[config.mk]
export PLATFORM = sky130hd
export DESIGN_NAME = button_gesture_decoder_flat
export DESIGN_NICKNAME = d
export VERILOG_FILES = /design/src/rtl/button_gesture_decoder_if.sv /design/src/rtl/button_gesture_decoder.sv /design/src/flat_wrapper.sv
export SDC_FILE = /design/constraint.sdc
export NUM_CORES = 1
export LEC_CHECK = 0
export CORE_MARGIN = 2
export CORE_UTILIZATION = 35
export DETAILED_ROUTE_END_ITERATION = 10
export GPL_TIMING_DRIVEN = 0
export HOLD_SLACK_MARGIN = 0.15
export REMOVE_ABC_BUFFERS = 1
export SYNTH_ARGS = -nofsm -noshare
export SYNTH_HDL_FRONTEND = slang
export SYNTH_SLANG_ARGS = --single-unit
[constraint.sdc]
create_clock -name clk -period 3 [get_ports clk]
set_clock_uncertainty 0.2 [all_clocks]
set_input_delay 0.6 -clock clk [delete_from_list [all_inputs] [get_ports clk]]
set_output_delay 0.6 -clock clk [all_outputs]
set_load 0.05 [all_outputs]
[src/rtl/button_gesture_decoder_if.sv]
// Debouncer-side events in, classified gesture pulses out.
// The periodic pulse is named auto_repeat because `repeat` is a reserved word.
interface button_gesture_decoder_if;
  logic button_state;
  logic button_down;
  logic button_up;
  logic short_press;
  logic double_click;
  logic long_press;
  logic auto_repeat;
  logic held;

  modport master (
    output button_state, button_down, button_up,
    input  short_press, double_click, long_press, auto_repeat, held
  );

  modport slave (
    input  button_state, button_down, button_up,
    output short_press, double_click, long_press, auto_repeat, held
  );
endinterface

[src/rtl/button_gesture_decoder.sv]
// Classifies debounced button events into short press, double click,
// long press and auto-repeat; all outputs are registered.
module button_gesture_decoder #(
  parameter int unsigned LONG_CYCLES   = 25_000_000,
  parameter int unsigned REPEAT_CYCLES = 5_000_000,
  parameter int unsigned DOUBLE_CYCLES = 12_500_000,
  parameter int unsigned CNT_W         = 25
) (
  input logic                    clk,
  input logic                    rst_n,
  button_gesture_decoder_if.slave bus
);

  typedef enum logic [2:0] {
    S_IDLE, S_PRESSED, S_WAIT2, S_PRESSED2, S_HELD
  } state_t;

  localparam logic [CNT_W-1:0] LONG_M1 = CNT_W'(LONG_CYCLES - 1);
  localparam logic [CNT_W-1:0] REP_M1  = CNT_W'(REPEAT_CYCLES - 1);
  localparam logic [CNT_W-1:0] DBL_M1  = CNT_W'(DOUBLE_CYCLES - 1);

  state_t           state;
  logic [CNT_W-1:0] cnt;
  logic             short_q, dbl_q, long_q, rpt_q, held_q, dbl_pend;
  logic             dn, up, rel;

  // Simultaneous down+up cancel each other; a low level also releases,
  // covering a lost button_up pulse.
  always_comb begin
    dn  = bus.button_down & ~bus.button_up;
    up  = bus.button_up & ~bus.button_down;
    rel = up | ~bus.button_state;
  end

  always_ff @(posedge clk or negedge rst_n) begin
    if (!rst_n) begin
      state    <= S_IDLE;
      cnt      <= '0;
      short_q  <= 1'b0;
      dbl_q    <= 1'b0;
      long_q   <= 1'b0;
      rpt_q    <= 1'b0;
      held_q   <= 1'b0;
      dbl_pend <= 1'b0;
    end else begin
      short_q  <= 1'b0;
      long_q   <= 1'b0;
      rpt_q    <= 1'b0;
      // double_click lands one cycle after the sampled second release
      dbl_q    <= dbl_pend;
      dbl_pend <= 1'b0;
      // held stays up through the releasing edge and drops the cycle after
      held_q   <= (state == S_HELD);
      case (state)
        S_IDLE: begin
          if (dn) begin
            state <= S_PRESSED;
            cnt   <= '0;
          end
        end
        S_PRESSED: begin
          if (rel) begin
            state <= S_WAIT2;
            cnt   <= '0;
          end else if (cnt == LONG_M1) begin
            long_q <= 1'b1;
            held_q <= 1'b1;
            state  <= S_HELD;
            cnt    <= '0;
          end else begin
            cnt <= cnt + CNT_W'(1);
          end
        end
        S_HELD: begin
          if (rel) begin
            state <= S_IDLE;
            cnt   <= '0;
          end else if (cnt == REP_M1) begin
            rpt_q <= 1'b1;
            cnt   <= '0;
          end else begin
            cnt <= cnt + CNT_W'(1);
          end
        end
        S_WAIT2: begin
          if (dn) begin
            state <= S_PRESSED2;
            cnt   <= '0;
          end else if (cnt == DBL_M1) begin
            short_q <= 1'b1;
            state   <= S_IDLE;
            cnt     <= '0;
          end else begin
            cnt <= cnt + CNT_W'(1);
          end
        end
        S_PRESSED2: begin
          if (rel) begin
            dbl_pend <= 1'b1;
            state    <= S_IDLE;
            cnt      <= '0;
          end else if (cnt == LONG_M1) begin
            // first click was a short press, the second became a hold
            short_q <= 1'b1;
            long_q  <= 1'b1;
            held_q  <= 1'b1;
            state   <= S_HELD;
            cnt     <= '0;
          end else begin
            cnt <= cnt + CNT_W'(1);
          end
        end
        default: begin
          state <= S_IDLE;
          cnt   <= '0;
        end
      endcase
    end
  end

  assign bus.short_press  = short_q;
  assign bus.double_click = dbl_q;
  assign bus.long_press   = long_q;
  assign bus.auto_repeat  = rpt_q;
  assign bus.held         = held_q;

endmodule

[src/flat_wrapper.sv]
// flat-port wrapper written by rule: the top's interface ports become plain ports
module button_gesture_decoder_flat 
#(
  parameter int unsigned LONG_CYCLES   = 25_000_000,
  parameter int unsigned REPEAT_CYCLES = 5_000_000,
  parameter int unsigned DOUBLE_CYCLES = 12_500_000,
  parameter int unsigned CNT_W         = 25
)
  (clk, rst_n, bus_button_state, bus_button_down, bus_button_up, bus_short_press, bus_double_click, bus_long_press, bus_auto_repeat, bus_held);
  button_gesture_decoder_if bus_i ();
  input logic clk;
  input logic rst_n;
  input wire logic [$bits(bus_i.button_state)-1:0] bus_button_state;
  input wire logic [$bits(bus_i.button_down)-1:0] bus_button_down;
  input wire logic [$bits(bus_i.button_up)-1:0] bus_button_up;
  output wire logic [$bits(bus_i.short_press)-1:0] bus_short_press;
  output wire logic [$bits(bus_i.double_click)-1:0] bus_double_click;
  output wire logic [$bits(bus_i.long_press)-1:0] bus_long_press;
  output wire logic [$bits(bus_i.auto_repeat)-1:0] bus_auto_repeat;
  output wire logic [$bits(bus_i.held)-1:0] bus_held;
  assign bus_i.button_state = bus_button_state;
  assign bus_i.button_down = bus_button_down;
  assign bus_i.button_up = bus_button_up;
  assign bus_short_press = bus_i.short_press;
  assign bus_double_click = bus_i.double_click;
  assign bus_long_press = bus_i.long_press;
  assign bus_auto_repeat = bus_i.auto_repeat;
  assign bus_held = bus_i.held;
  button_gesture_decoder #(.LONG_CYCLES(LONG_CYCLES), .REPEAT_CYCLES(REPEAT_CYCLES), .DOUBLE_CYCLES(DOUBLE_CYCLES), .CNT_W(CNT_W)) u_core (.clk(clk), .rst_n(rst_n), .bus(bus_i));
endmodule
==> results of run 1 <==
==> registers in the layout (all words and copies together) (netlist names) <==
signal	flops
u_core.bus.held	1
u_core.cnt	25
u_core.dbl_pend	1
u_core.bus.short_press	1
u_core.bus.auto_repeat	1
u_core.bus.double_click	1
u_core.state	3
u_core.bus.long_press	1
==> cell usage after synthesis, types with 2 or more instances <==
library cell / number / area share
inv_1: 11 / 0.020
nor3_1: 19 / 0.047
nand3b_1: 2 / 0.0074
buf_6: 2 / 0.011
and2_1: 2 / 0.0062
nor4_2: 2 / 0.012
or3_1: 2 / 0.0062
nor2_1: 10 / 0.019
nand3_1: 15 / 0.037
o31ai_1: 3 / 0.011
o21ai_0: 17 / 0.042
o41ai_1: 3 / 0.013
clkbuf_1: 7 / 0.013
o32ai_1: 4 / 0.017
o22ai_1: 3 / 0.0093
nand2_1: 26 / 0.048
nor4_4: 2 / 0.021
dfrtp_1: 34 / 0.42
nor3b_1: 2 / 0.0074
and3_1: 4 / 0.012
a31oi_1: 2 / 0.0062
a21oi_1: 4 / 0.0099
nand2b_1: 4 / 0.012
and4_1: 6 / 0.026
nand4_1: 6 / 0.019
mux2i_1: 8 / 0.040
nor4_1: 11 / 0.034
or4_1: 4 / 0.015
==> worst paths after layout <==
kind	slack, ps	startpoint	to
worst min register to register	150	u_core.dbl_pend	u_core.bus.double_click
worst min-delay path	150	u_core.dbl_pend	u_core.bus.double_click
worst max register to register	150	u_core.cnt[7]	u_core.cnt[5]
min in group asynchronous	190	rst_n	u_core.cnt[19]
max in group asynchronous	1910	rst_n	u_core.cnt[5]
worst max-delay path	150	u_core.cnt[7]	u_core.cnt[5]
==> per-stage QoR <==
stage | power [mW] | setup slack (ps) | TNS [ps] | cell area, sq um | util
global route | 1.29 | 30.1 | 0 | 2380 | 0.429
global placement | 0.768 | -1450 | -32660 | 2150 | 0.389
floorplan | 0.679 | 201 | 0 | 1970 | -
CTS | 1.20 | 129 | 0 | 2330 | 0.421
finish | 1.22 | 152 | 0 | 2380 | 0.429
detailed placement | 0.780 | -889 | -15750 | 2170 | 0.392
==> worst max-delay path, stage by stage, from the launching register on <==
cell and delay, ps:
dfrtp_1 460, or4_1 590, nor4_1 470, a21oi_2 340, nor4_4 220, buf_4 230
buf_4 150, o32ai_1 60
==> power by group through the flow <==
stage | clock network (mW) | logic [mW] | registers (mW)
after floorplan | 0 | 0.159 | 0.520
after global placement | 0 | 0.247 | 0.521
after detailed placement | 0 | 0.257 | 0.523
after CTS | 0.362 | 0.320 | 0.514
after global routing | 0.384 | 0.381 | 0.523
final | 0.354 | 0.345 | 0.518
==> cell type report <==
class | instances | area [sq um]
multi-input combinational | 173 | 1140
tap | 72 | 90.1
timing repair buffer | 16 | 166
clock buffer | 7 | 86.3
clock inverter | 1 | 5.00
sequential | 34 | 851
fill | 565 | 3160
inverter | 11 | 41.3
==> cells by family (layout without fill, tap and decap cells) <==
| logic type | count (synthesis) | in the layout | share of synthesized area |
|---|---|---|---|
| fa+ha+maj | 1 | 1 | 0.00617 |
| buf+inv | 21 | 35 | 0.0469 |
| mux | 8 | 8 | 0.0395 |
| flops | 34 | 34 | 0.420 |
| simple gates | 122 | 122 | 0.351 |
| compound gates | 41 | 41 | 0.132 |
| xor+xnor | 1 | 1 | 0.00432 |
==> per-layer routing <==
layer	track usage	up-vias	share of wire
met5	0	-	0
met1	0.245	914	0.48
li1	-	889	-
met4	0.0492	0	0.011
met2	0.273	26	0.48
met3	0.0404	7	0.029
==> timing repair <==
action,4_1_cts,5_1_grt
buffers inserted,5,1
resized for setup,4,3
pin swaps,1,1
setup endpoints to repair,25,15
==> flow_summary.json, run 1 <==
{
  "period_share": 0.949,
  "port_buffers": 9,
  "worstHoldPathType": "flip-flop to flip-flop",
  "synthCells": 228,
  "numClockSinks": 34,
  "drt-total-wl_microns": 5200,
  "gp_congestion": 0.827,
  "p_sw_frac": 0.329,
  "ant_nets": 0,
  "antenna_found_initial": 0,
  "ys_async_sr_fraction": 1.00,
  "drt-vias-per-instance": 5.85,
  "rsz0062_at_grt": "no",
  "die_w_microns": 80.1,
  "grt_first_pass_wirelength_microns": 8650,
  "seq_area_frac_synth": 0.420,
  "wire_per_inst_microns": 16.6,
  "syn_avg_cell_area_sq_um": 8.89,
  "start_util": 0.366,
  "stdcell_count": 314,
  "synth_edf_count": 0,
  "tightest_slew_ps": 916,
  "first_pass_iters": 4,
  "htreeDepth": 2,
  "holdWs_ps": 153,
  "cts_root_buf": "clkbuf_8",
  "diodes": 0,
  "cts_tree": "yes",
  "fmax_ghz": 0.351,
  "ys_types": 41,
  "p_seq_frac": 0.426,
  "p_sw_uw": 401,
  "cts_hold_buf": 0,
  "ff2ff_path_depth": 7,
  "crit_path_max_fanout": 14,
  "hold_violations": 0,
  "ys.flop_type": "dfrtp_1",
  "io_pins": 10,
  "worstSetupEndpointType": "flip-flop",
  "crit_required_ps": 2960,
  "ys_seq_elements": 34,
  "cts_made_buffers": 5,
  "hpwlAfterDp_microns": 3280,
  "syn_area_sq_um": 2030,
  "die_h_microns": 80.1,
  "max_slew_margin": 0.389,
  "drt-initial-drc-count": 143,
  "drv_slew": 0,
  "grt_pass1_vias": 1724,
  "rows": 27,
  "start_kind": "flip-flop",
  "finalWorstPathRequiredPeriod_ps": 2850,
  "drc": 0,
  "combPwrFrac": 0.283,
  "dieArea_sq_um": 6420,
  "drive_gt1_frac": 0.116,
  "layout_commonest_cell": "dfrtp_1",
  "ir_worst_vdd_v": 0.000309,
  "track_usage": 0.175,
  "cts.clk_slew.worst_paths_ps": 70,
  "p_per_area_nw_per_um2": 512,
  "yosysWarningCount": 0,
  "gr-total-overflow": 0,
  "grt_max_degree": 35,
  "core_region_area_sq_um": 5540,
  "arrival_ps": 2810,
  "area_growth_pct": 17.2,
  "maxCapViolCount": 0,
  "setup_viol": 0,
  "insertion_delay_ps": 290,
  "min_delay_path_depth": 0,
  "final_cell_mix": "34 x dfrtp_1, 26 x nand2_1, 18 x nor3_1, 17 x o21ai_0, 15 x nand3_1",
  "p_int_uw": 816,
  "vias": 1836,
  "clockBufferDepth": 2,
  "nets": 247,
  "status": "finished clean",
  "p_clk_frac": 0.291,
  "path_class": "flip-flop to flip-flop",
  "leakagePower_nw": 0.910,
  "dp.cells": 300
}
Note: power is estimated with default switching activity, not from simulation.
==> run 2: changes to the inputs <==
--- a/config.mk
+++ b/config.mk
@@ -5,10 +5,9 @@
 export SDC_FILE = /design/constraint.sdc
 export NUM_CORES = 1
 export LEC_CHECK = 0
-export CORE_MARGIN = 2
+export CORE_MARGIN = 5
 export CORE_UTILIZATION = 35
 export DETAILED_ROUTE_END_ITERATION = 10
-export GPL_TIMING_DRIVEN = 0
 export HOLD_SLACK_MARGIN = 0.15
 export REMOVE_ABC_BUFFERS = 1
 export SYNTH_ARGS = -nofsm -noshare
==> flow_summary.json, run 2 (synthesis gave the netlist of run 1 again) <==
{
  "dieArea_sq_um": 7410,
  "hold_violations": 0,
  "p_per_area_nw_per_um2": 482,
  "cts.clk_slew.worst_paths_ps": 70,
  "cts_hold_buf": 0,
  "finalWorstPathRequiredPeriod_ps": 2620,
  "antenna_found_initial": 0,
  "gp_congestion": 0.865,
  "start_util": 0.364,
  "final_cell_mix": "34 x dfrtp_1, 26 x nand2_1, 19 x nor3_1, 17 x o21ai_0, 17 x buf_4",
  "leakagePower_nw": 0.944,
  "htreeDepth": 2,
  "fin_ws_ps": 381,
  "final_util": 0.427,
  "cts_root_buf": "clkbuf_8",
  "largest_register_ffs": 25,
  "first_pass_iters": 4,
  "core_region_area_sq_um": 5570,
  "insertion_delay_ps": 280,
  "area_growth_pct": 17.3,
  "gr-total-overflow": 0,
  "ant_nets": 0,
  "io_pins": 10,
  "grt_max_degree": 35,
  "drt-initial-drc-count": 103,
  "numClockSinks": 34,
  "diodes": 0,
  "drive_gt1_frac": 0.131,
  "maxCapViolCount": 0,
  "place_ws_ps": 204,
  "max_slew_margin": 0.663,
  "drv_slew": 0,
  "path_class": "flip-flop to flip-flop",
  "fillers": 569,
  "power.total_mw": 1.15,
  "die_w_microns": 86.1,
  "drt-vias-per-instance": 5.72,
  "postCtsSetupBuffers": 0,
  "ir_worst_vdd_v": 0.000396,
  "rows": 27,
  "port_buffers": 9,
  "top_regs": "u_core.cnt x25, u_core.state x3",
  "holdWs_ps": 151,
  "nets": 257,
  "period_share": 0.873,
  "wire_per_inst_microns": 15.9,
  "drt-total-wl_microns": 5150,
  "crit_path_max_fanout": 7,
  "grt_pass1_vias": 1793,
  "tns_ps": 0,
  "drc": 0,
  "arrival_ps": 2570,
  "worstHoldPathType": "flip-flop to flip-flop",
  "largest-register": "u_core.cnt",
  "status": "finished clean",
  "layout_commonest_cell": "dfrtp_1",
  "tightest_slew_ps": 503,
  "rsz0062_at_grt": "no",
  "vias": 1854,
  "die_h_microns": 86.1,
  "fmax_ghz": 0.382,
  "cts_made_buffers": 5,
  "cts_tree": "yes",
  "clockBufferDepth": 2,
  "grt_first_pass_wirelength_microns": 8900,
  "start_kind": "flip-flop",
  "cts_resized": 0,
  "hpwlAfterDp_microns": 3630,
  "crit_required_ps": 2950,
  "setup_viol": 0,
  "worstSetupEndpointType": "flip-flop",
  "track_usage": 0.152
}
-- run 2: cell count changes in the layout (fill, tap and decap cells not counted), sizes merged --
| cell | previous run | this run |
|---|---|---|
| buf | 8 | 17 |
| clkdlybuf4s50 | 8 | 9 |
-- run 2: per-layer routing --
metal / share of wire / global-route usage / wire length (microns) / up-vias
li1: - / - / - / 905
met1: 0.49 / 0.208 / 2530 / 917
met2: 0.46 / 0.239 / 2360 / 23
met3: 0.038 / 0.0317 / 195 / 9
met4: 0.014 / 0.0460 / 72 / 0
met5: 0 / 0 / 0 / -
-- run 2: final timing paths --
check                                     start                      end  slack [ps]  depth (start not counted)
worst max-delay path             u_core.cnt[24]           u_core.cnt[17]         380                          6
min in group asynchronous                 rst_n          u_core.dbl_pend         540                          2
worst min register to register  u_core.dbl_pend  u_core.bus.double_click         150                          0
worst max register to register   u_core.cnt[24]           u_core.cnt[17]         380                          6
max in group asynchronous                 rst_n            u_core.cnt[9]        1730                          2
worst min-delay path            u_core.dbl_pend  u_core.bus.double_click         150                          0
-- run 2: worst max-delay path: stages, from the launching register on --
cell and delay [ps]:
dfrtp_1 440, or4_1 530, nor4_1 410, a21oi_1 250
buf_4 230, o41ai_1 300, o21ai_0 140
-- run 2: final cells by class --
class	instances	area, sq um	area share
Multi-Input combinational cell	173	1090	0.457
Sequential cell	34	851	0.358
Timing Repair Buffer	26	218	0.0915
Tap cell	72	90.1	0.0379
Clock buffer	7	86.3	0.0363
Inverter	11	41.3	0.0174
Clock inverter	1	5.00	0.00210
-- run 2: stage by stage --
step / instances / area, sq um
5_1_grt: 324 / 2380
4_1_cts: 324 / 2380
6_report: 324 / 2380
2_1_floorplan: 218 / 1970
3_3_place_gp: 316 / 2290
3_5_place_dp: 316 / 2290
-- run 2: report_power, final --
part	internal [mW]	switching, mW	leakage [nW]
clock network	0.185	0.168	0.0482
logic	0.102	0.178	0.426
registers	0.482	0.0312	0.470
total	0.770	0.377	0.944
